`src/rtl/cpu_mul_pkg.sv`:
```
// Shared types and helpers for the multiply issue controller.
package cpu_mul_pkg;

  typedef enum logic [1:0] {
    OP_MUL    = 2'b00,
    OP_MULH   = 2'b01,
    OP_MULHSU = 2'b10,
    OP_MULHU  = 2'b11
  } mul_op_t;

  localparam int LATENCY = 3;

  // The pipe runs MULHSU unsigned; a negative rs1 over-counts the high word by rs2.
  function automatic logic [31:0] mulhsu_fix(input logic [31:0] hi,
                                             input logic        op1_msb,
                                             input logic [31:0] op2);
    return hi - (op1_msb ? op2 : 32'd0);
  endfunction

endpackage

```
`src/rtl/cpu_mul_sequencer_if.sv`:
```
// Request/response handshake bundle between execute, the multiply sequencer and writeback.
interface cpu_mul_sequencer_if #(parameter int TAG_W = 5);
  import cpu_mul_pkg::*;

  logic             i_valid;
  logic             o_ready;
  mul_op_t          i_op;
  logic [31:0]      i_op1;
  logic [31:0]      i_op2;
  logic [TAG_W-1:0] i_tag;
  logic             o_valid;
  logic             i_ready;
  logic [31:0]      o_result;
  logic [TAG_W-1:0] o_tag;
  logic             i_flush;
  logic             o_busy;

  modport master (
    output i_valid, i_op, i_op1, i_op2, i_tag, i_ready, i_flush,
    input  o_ready, o_valid, o_result, o_tag, o_busy
  );

  modport slave (
    input  i_valid, i_op, i_op1, i_op2, i_tag, i_ready, i_flush,
    output o_ready, o_valid, o_result, o_tag, o_busy
  );
endinterface

```
`src/rtl/cpu_mul_pipe.sv`:
```
// Free-running 3-stage 32x32->64 multiplier; signedness chosen per operand pair at input.
module cpu_mul_pipe (
  input  logic        i_clock,
  input  logic [31:0] i_a,
  input  logic [31:0] i_b,
  input  logic        i_signed,
  output logic [63:0] o_prod
);
  logic [63:0] a_q, a_d, b_q, b_d, p1_q, p1_d, p2_q, p2_d;

  // Operands are extended to 64 bits, so a plain modular product is correct for both signednesses.
  always_comb begin
    a_d  = {{32{i_signed & i_a[31]}}, i_a};
    b_d  = {{32{i_signed & i_b[31]}}, i_b};
    p1_d = a_q * b_q;
    p2_d = p1_q;
  end

  always_ff @(posedge i_clock) begin
    a_q  <= a_d;
    b_q  <= b_d;
    p1_q <= p1_d;
    p2_q <= p2_d;
  end

  assign o_prod = p2_q;
endmodule

```
`src/rtl/cpu_mul_sequencer.sv`:
```
// Issues RV32M multiplies into the pipe, tracks them in a shadow pipeline and
// returns results in order through a credit-protected show-ahead FIFO.
module cpu_mul_sequencer
  import cpu_mul_pkg::*;
#(
  parameter int FIFO_DEPTH = 5,
  parameter int TAG_W      = 5
) (
  input  logic               i_clock,
  input  logic               i_reset,
  cpu_mul_sequencer_if.slave bus
);
  localparam int PTR_W = (FIFO_DEPTH > 1) ? $clog2(FIFO_DEPTH) : 1;
  localparam int CNT_W = $clog2(FIFO_DEPTH + 1);
  localparam int TOT_W = $clog2(FIFO_DEPTH + LATENCY + 2);

  logic               acc, push, pop;
  logic [63:0]        prod;
  logic [LATENCY-1:0] sh_vld_q, sh_vld_d;
  mul_op_t            sh_op_q  [LATENCY];
  mul_op_t            sh_op_d  [LATENCY];
  logic [TAG_W-1:0]   sh_tag_q [LATENCY];
  logic [TAG_W-1:0]   sh_tag_d [LATENCY];
  logic               sh_msb_q [LATENCY];
  logic               sh_msb_d [LATENCY];
  logic [31:0]        sh_op2_q [LATENCY];
  logic [31:0]        sh_op2_d [LATENCY];
  logic               res_vld_q, res_vld_d;
  logic [31:0]        res_data_q, res_data_d;
  logic [TAG_W-1:0]   res_tag_q, res_tag_d;
  logic [31:0]        mem_res_q [FIFO_DEPTH];
  logic [TAG_W-1:0]   mem_tag_q [FIFO_DEPTH];
  logic [PTR_W-1:0]   wr_ptr_q, wr_ptr_d, rd_ptr_q, rd_ptr_d;
  logic [CNT_W-1:0]   count_q, count_d;
  logic [TOT_W-1:0]   inflight, total;

  function automatic logic [PTR_W-1:0] ptr_inc(input logic [PTR_W-1:0] p);
    return (p == PTR_W'(FIFO_DEPTH - 1)) ? '0 : p + 1'b1;
  endfunction

  cpu_mul_pipe u_pipe (
    .i_clock  (i_clock),
    .i_a      (bus.i_op1),
    .i_b      (bus.i_op2),
    .i_signed (bus.i_op == OP_MULH),
    .o_prod   (prod)
  );

  // Every op past the handshake holds a credit until it leaves the FIFO.
  always_comb begin
    inflight = TOT_W'(res_vld_q);
    for (int i = 0; i < LATENCY; i++) inflight = inflight + TOT_W'(sh_vld_q[i]);
    total = inflight + TOT_W'(count_q);
  end

  assign bus.o_ready = !i_reset && !bus.i_flush && (total < TOT_W'(FIFO_DEPTH));
  assign bus.o_busy  = (total != '0);
  assign acc         = bus.i_valid && bus.o_ready;

  always_comb begin
    sh_vld_d    = {sh_vld_q[LATENCY-2:0], acc};
    sh_op_d[0]  = bus.i_op;
    sh_tag_d[0] = bus.i_tag;
    sh_msb_d[0] = bus.i_op1[31];
    sh_op2_d[0] = bus.i_op2;
    for (int i = 1; i < LATENCY; i++) begin
      sh_op_d[i]  = sh_op_q[i-1];
      sh_tag_d[i] = sh_tag_q[i-1];
      sh_msb_d[i] = sh_msb_q[i-1];
      sh_op2_d[i] = sh_op2_q[i-1];
    end
    res_vld_d = sh_vld_q[LATENCY-1];
    res_tag_d = sh_tag_q[LATENCY-1];
    case (sh_op_q[LATENCY-1])
      OP_MUL:    res_data_d = prod[31:0];
      OP_MULHSU: res_data_d = mulhsu_fix(prod[63:32], sh_msb_q[LATENCY-1], sh_op2_q[LATENCY-1]);
      default:   res_data_d = prod[63:32];
    endcase
    if (bus.i_flush) begin
      sh_vld_d  = '0;
      res_vld_d = 1'b0;
    end
  end

  always_comb begin
    push     = res_vld_q && !bus.i_flush;
    pop      = bus.o_valid && bus.i_ready && !bus.i_flush;
    wr_ptr_d = push ? ptr_inc(wr_ptr_q) : wr_ptr_q;
    rd_ptr_d = pop  ? ptr_inc(rd_ptr_q) : rd_ptr_q;
    case ({push, pop})
      2'b10:   count_d = count_q + 1'b1;
      2'b01:   count_d = count_q - 1'b1;
      default: count_d = count_q;
    endcase
    if (bus.i_flush) begin
      wr_ptr_d = '0;
      rd_ptr_d = '0;
      count_d  = '0;
    end
  end

  always_ff @(posedge i_clock or posedge i_reset) begin
    if (i_reset) begin
      sh_vld_q  <= '0;
      res_vld_q <= 1'b0;
      wr_ptr_q  <= '0;
      rd_ptr_q  <= '0;
      count_q   <= '0;
    end else begin
      sh_vld_q  <= sh_vld_d;
      res_vld_q <= res_vld_d;
      wr_ptr_q  <= wr_ptr_d;
      rd_ptr_q  <= rd_ptr_d;
      count_q   <= count_d;
    end
  end

  // Payload only matters under a valid bit, so it carries no reset.
  always_ff @(posedge i_clock) begin
    sh_op_q    <= sh_op_d;
    sh_tag_q   <= sh_tag_d;
    sh_msb_q   <= sh_msb_d;
    sh_op2_q   <= sh_op2_d;
    res_data_q <= res_data_d;
    res_tag_q  <= res_tag_d;
    if (push) begin
      mem_res_q[wr_ptr_q] <= res_data_q;
      mem_tag_q[wr_ptr_q] <= res_tag_q;
    end
  end

  assign bus.o_valid  = (count_q != '0);
  assign bus.o_result = bus.o_valid ? mem_res_q[rd_ptr_q] : '0;
  assign bus.o_tag    = bus.o_valid ? mem_tag_q[rd_ptr_q] : '0;
endmodule
```
`src/flat_wrapper.sv`:
```
// flat-port wrapper written by rule: the top's interface ports become plain ports
module cpu_mul_sequencer_flat import cpu_mul_pkg::*;
#(
  parameter int FIFO_DEPTH = 5,
  parameter int TAG_W      = 5
)
  (i_clock, i_reset, bus_i_valid, bus_i_op, bus_i_op1, bus_i_op2, bus_i_tag, bus_i_ready, bus_i_flush, bus_o_ready, bus_o_valid, bus_o_result, bus_o_tag, bus_o_busy);
  cpu_mul_sequencer_if #(.TAG_W(TAG_W)) bus_i ();
  input  logic i_clock;
  input  logic i_reset;
  input wire logic [$bits(bus_i.i_valid)-1:0] bus_i_valid;
  input wire logic [$bits(bus_i.i_op)-1:0] bus_i_op;
  input wire logic [$bits(bus_i.i_op1)-1:0] bus_i_op1;
  input wire logic [$bits(bus_i.i_op2)-1:0] bus_i_op2;
  input wire logic [$bits(bus_i.i_tag)-1:0] bus_i_tag;
  input wire logic [$bits(bus_i.i_ready)-1:0] bus_i_ready;
  input wire logic [$bits(bus_i.i_flush)-1:0] bus_i_flush;
  output wire logic [$bits(bus_i.o_ready)-1:0] bus_o_ready;
  output wire logic [$bits(bus_i.o_valid)-1:0] bus_o_valid;
  output wire logic [$bits(bus_i.o_result)-1:0] bus_o_result;
  output wire logic [$bits(bus_i.o_tag)-1:0] bus_o_tag;
  output wire logic [$bits(bus_i.o_busy)-1:0] bus_o_busy;
  assign bus_i.i_valid = bus_i_valid;
  assign bus_i.i_op = bus_i_op;
  assign bus_i.i_op1 = bus_i_op1;
  assign bus_i.i_op2 = bus_i_op2;
  assign bus_i.i_tag = bus_i_tag;
  assign bus_i.i_ready = bus_i_ready;
  assign bus_i.i_flush = bus_i_flush;
  assign bus_o_ready = bus_i.o_ready;
  assign bus_o_valid = bus_i.o_valid;
  assign bus_o_result = bus_i.o_result;
  assign bus_o_tag = bus_i.o_tag;
  assign bus_o_busy = bus_i.o_busy;
  cpu_mul_sequencer #(.FIFO_DEPTH(FIFO_DEPTH), .TAG_W(TAG_W)) u_core (.i_clock(i_clock), .i_reset(i_reset), .bus(bus_i));
endmodule
```
`config.mk`:
```
export PLATFORM = sky130hd
export DESIGN_NAME = cpu_mul_sequencer_flat
export DESIGN_NICKNAME = d
export VERILOG_FILES = /design/src/rtl/cpu_mul_pkg.sv /design/src/rtl/cpu_mul_sequencer_if.sv /design/src/rtl/cpu_mul_pipe.sv /design/src/rtl/cpu_mul_sequencer.sv /design/src/flat_wrapper.sv
export SDC_FILE = /design/constraint.sdc
export NUM_CORES = 2
export LEC_CHECK = 0
export ABC_AREA = 1
export ABC_CLOCK_PERIOD_IN_PS = 10600
export BUFFER_PORTS_ARGS = -buffer_cell sky130_fd_sc_hd__buf_2
export CORE_MARGIN = 8
export CORE_UTILIZATION = 45
export CTS_BUF_LIST = sky130_fd_sc_hd__clkbuf_16
export CTS_CLUSTER_SIZE = 14
export DETAILED_ROUTE_END_ITERATION = 10
export PLACE_DENSITY_LB_ADDON = 0.3
export SLEW_MARGIN = 20
export SYNTH_ARGS = -nofsm -noshare
export SYNTH_HDL_FRONTEND = slang
export SYNTH_SLANG_ARGS = --single-unit
```
`constraint.sdc`:
```
create_clock -name i_clock -period 10.6 [get_ports i_clock]
set_clock_uncertainty 0.1 [all_clocks]
set_input_delay 2.12 -clock i_clock [delete_from_list [all_inputs] [get_ports i_clock]]
set_output_delay 2.12 -clock i_clock [all_outputs]
set_load 0.005 [all_outputs]
```
==> metrics.txt <==
status finished clean; synthesized flop and latch total 516; YS warnings 0; half-perimeter wire length after placement 126,000 um; top cell type by total area after synthesis fa_1; Hold EP u_core.u_pipe.o_prod[13]; ANT nets after route 0; Total Wirelength 159,000 um; synth top area cells fa_1 39%, inv_1 12%, nand2_1 11%, dfxtp_1 11%, edfxtp_1 9.6%; post-route DRC violation count 0; most frequent cells in the layout 1,930 x inv_1, 1,732 x nand2_1, 1,129 x fa_1; critical path class reg2reg; via count 42,556; final std cells w/o fill 8,525; first-pass GRT wire length 252,000 um; Syn-to-layout area delta 7.01%; main flop type after synthesis dfxtp_1; final setup vio count 0; reg2reg setup slack 2.28 ns; CP arrival 8.76 ns; CP max-delay cell dfxtp_1; CTS buffer count 57; type of the worst min-delay path reg2reg; routability cong. 0.993; CTS max path bufs 3; Synth async-reset ratio 2.52%; CP max stage delay 0.99 ns; final-report hold violation count 0; initial antenna violation count 6; Req. time, crit path about 11 ns; Net Count, Synth 8,319; synthesized area slightly below 60,000 sq um; Startpoint Class register; vias per std cell roughly 5; Buffers & Inverters on Critical Path 8; routed wire length per instance 18.6 um; layout cell share with drive strength beyond 1 under 10%; Top-Level Pins 116; largest net degree at the start of global routing 70; Slew @ Worst Pin slightly above 1 ns; final worst-path setup slack 2.28 ns; RR Endpoint u_core.u_pipe.p1_q[60]; area share of the largest cell type after synthesis 39.0%; first-pass detailed-route iteration total 6; Fillers 12,201; post-place setup slack 2.29 ns; CTS tree built; Seq/Total Area, Yosys 21.1%; number of cells on the worst hold path 0; Syn Area/Cell 8.45 sq um; hold_buf cts 0; Starting DRT DRC Count slightly above 3,000; number of global-route vias before repair between 40,000 and 50,000; CP delay by family, top adder cells; MaxCap Viol Count 0; relative slew slack 31.9%; Placed Cells ~8,400; htree depth 2; cells after synthesis 6,862; Root Driver clkbuf_16; total track usage 22.7%; RSZ-0062 raised after global routing no; Slew Viols, Final 0; CTS resizes 0; number of synthesized flops with an enable pin 185; Worst Reg-to-Reg Cells 26; nets@finish 8,269; Row Count roughly 130; Final period util between 70% and 80%; crit path max fanout 16; I/O Buffers 115; most common cell after layout, fill and taps aside inv_1; setup TNS 0 ns; clk_lat worst skew around 0.67 ns; CORE AREA 128,000 sq um; Final min period around 8.3 ns; Cell variety after synth 42; FMAX 0.120 GHz; gr ovfl total 0; DIE AREA roughly 140,000 sq um; Min-Delay Startpoint u_core.u_pipe.p1_q[13]; clk slew on worst S/H paths 0.07 ns; Post-CTS Setup Inserts 0; Worst setup EP type register; clock tree sinks between 500 and 600; initial core utilization a little under half; Die Span Y 375 um; reg2reg start u_core.sh_op2_d[40]; DIE WIDTH 375 um
-- cells in the mapped netlist, types with 39 or more instances --
library cell  instances
ha_1                252
dfxtp_1             318
clkbuf_1            301
nor2_1              348
fa_1               1129
nand3_1             120
o21ai_0             147
inv_1              1924
o22ai_1              39
nand2_1            1732
edfxtp_1            185
a21oi_1             102
-- flip-flops by register name, indices dropped and copies added (netlist names), 3 cells and up --
signal and cells:
u_core.res_tag_d 5, u_core.sh_vld_q 3, u_core.u_pipe.o_prod 64, u_core.rd_ptr_q 3, u_core.sh_op_d 4, u_core.sh_op2_d 63
u_core.sh_tag_d 10, u_core.mem_res_q 160, u_core.res_data_q 32, u_core.u_pipe.a_q 33, u_core.u_pipe.p1_q 64, u_core.sh_op2_q 32
u_core.wr_ptr_q 3, u_core.res_tag_q 5, u_core.mem_tag_q 25, u_core.count_q 3
-- worst max-delay path by stage --
stage	startpoint	endpoint	slack (ns)	cells past startpoint
2_1_floorplan	u_core.sh_op2_d[33]	u_core.u_pipe.p1_q[63]	3.26	27
3_3_place_gp	u_core.sh_op2_d[32]	u_core.u_pipe.p1_q[60]	2.36	26
3_5_place_dp	u_core.sh_op2_d[40]	u_core.u_pipe.p1_q[60]	2.29	26
4_1_cts	u_core.sh_op2_d[40]	u_core.u_pipe.p1_q[60]	2.22	26
5_1_grt	u_core.sh_op2_d[40]	u_core.u_pipe.p1_q[60]	1.80	26
6_report	u_core.sh_op2_d[40]	u_core.u_pipe.p1_q[60]	2.28	26
-- stage by stage --
step | instance area (sq um) | util, % | hold slack (ns)
after CTS | 62000 | 48.6 | 0.191
final | 62000 | 48.6 | 0.189
after floorplan | 58000 | - | 0.210
after global routing | 62000 | 48.6 | 0.199
after detailed placement | 60100 | 47.1 | 0.212
after global placement | 60100 | 47.1 | 0.211
-- cells by family after synthesis --
kind of cell / share of synthesized area [%]
AO/OA/AOI/OAI: 3.61
XOR/XNOR: 0.665
adder cells (fa/ha/maj): 44.4
buffers and inverters: 14.6
flip-flops: 21.1
AND/OR/NAND/NOR: 15.6
-- layer usage --
layer | wire (um) | vias to the layer above | part of all wire, % | GRT usage (%)
met4 | 4640 | 2 | 2.9 | 6.63
met2 | 77000 | 1466 | 49 | 38.8
li1 | - | 19462 | - | -
met5 | 7 | - | 0.0044 | 0
met1 | 66400 | 21369 | 42 | 30.2
met3 | 10500 | 257 | 6.6 | 2.91
-- cell type report --
| type | count | area [sq um] | share of cell area (%) |
|---|---|---|---|
| clock buffers | 59 | 1480 | 2.38 |
| clock inverters | 47 | 418 | 0.674 |
| diodes | 4 | 10.0 | 0.0161 |
| well taps | 1662 | 2080 | 3.35 |
| flip-flops and latches | 516 | 12200 | 19.7 |
| multi-input cells | 4099 | 37300 | 60.1 |
| inverters | 1938 | 7270 | 11.7 |
| repair buffers | 200 | 1210 | 1.96 |
-- worst reg2reg max path: cells and delay by family (launching register included) --
family                     cells  cell delay (ns)
adders and majority gates      9             4.41
buffers and inverters          8             1.31
DFF                            1             0.99
and+or+nand+nor                9             1.38
Power is not shown: default switching activity piles up to over one toggle a cycle in this logic, so the estimate is an artifact.
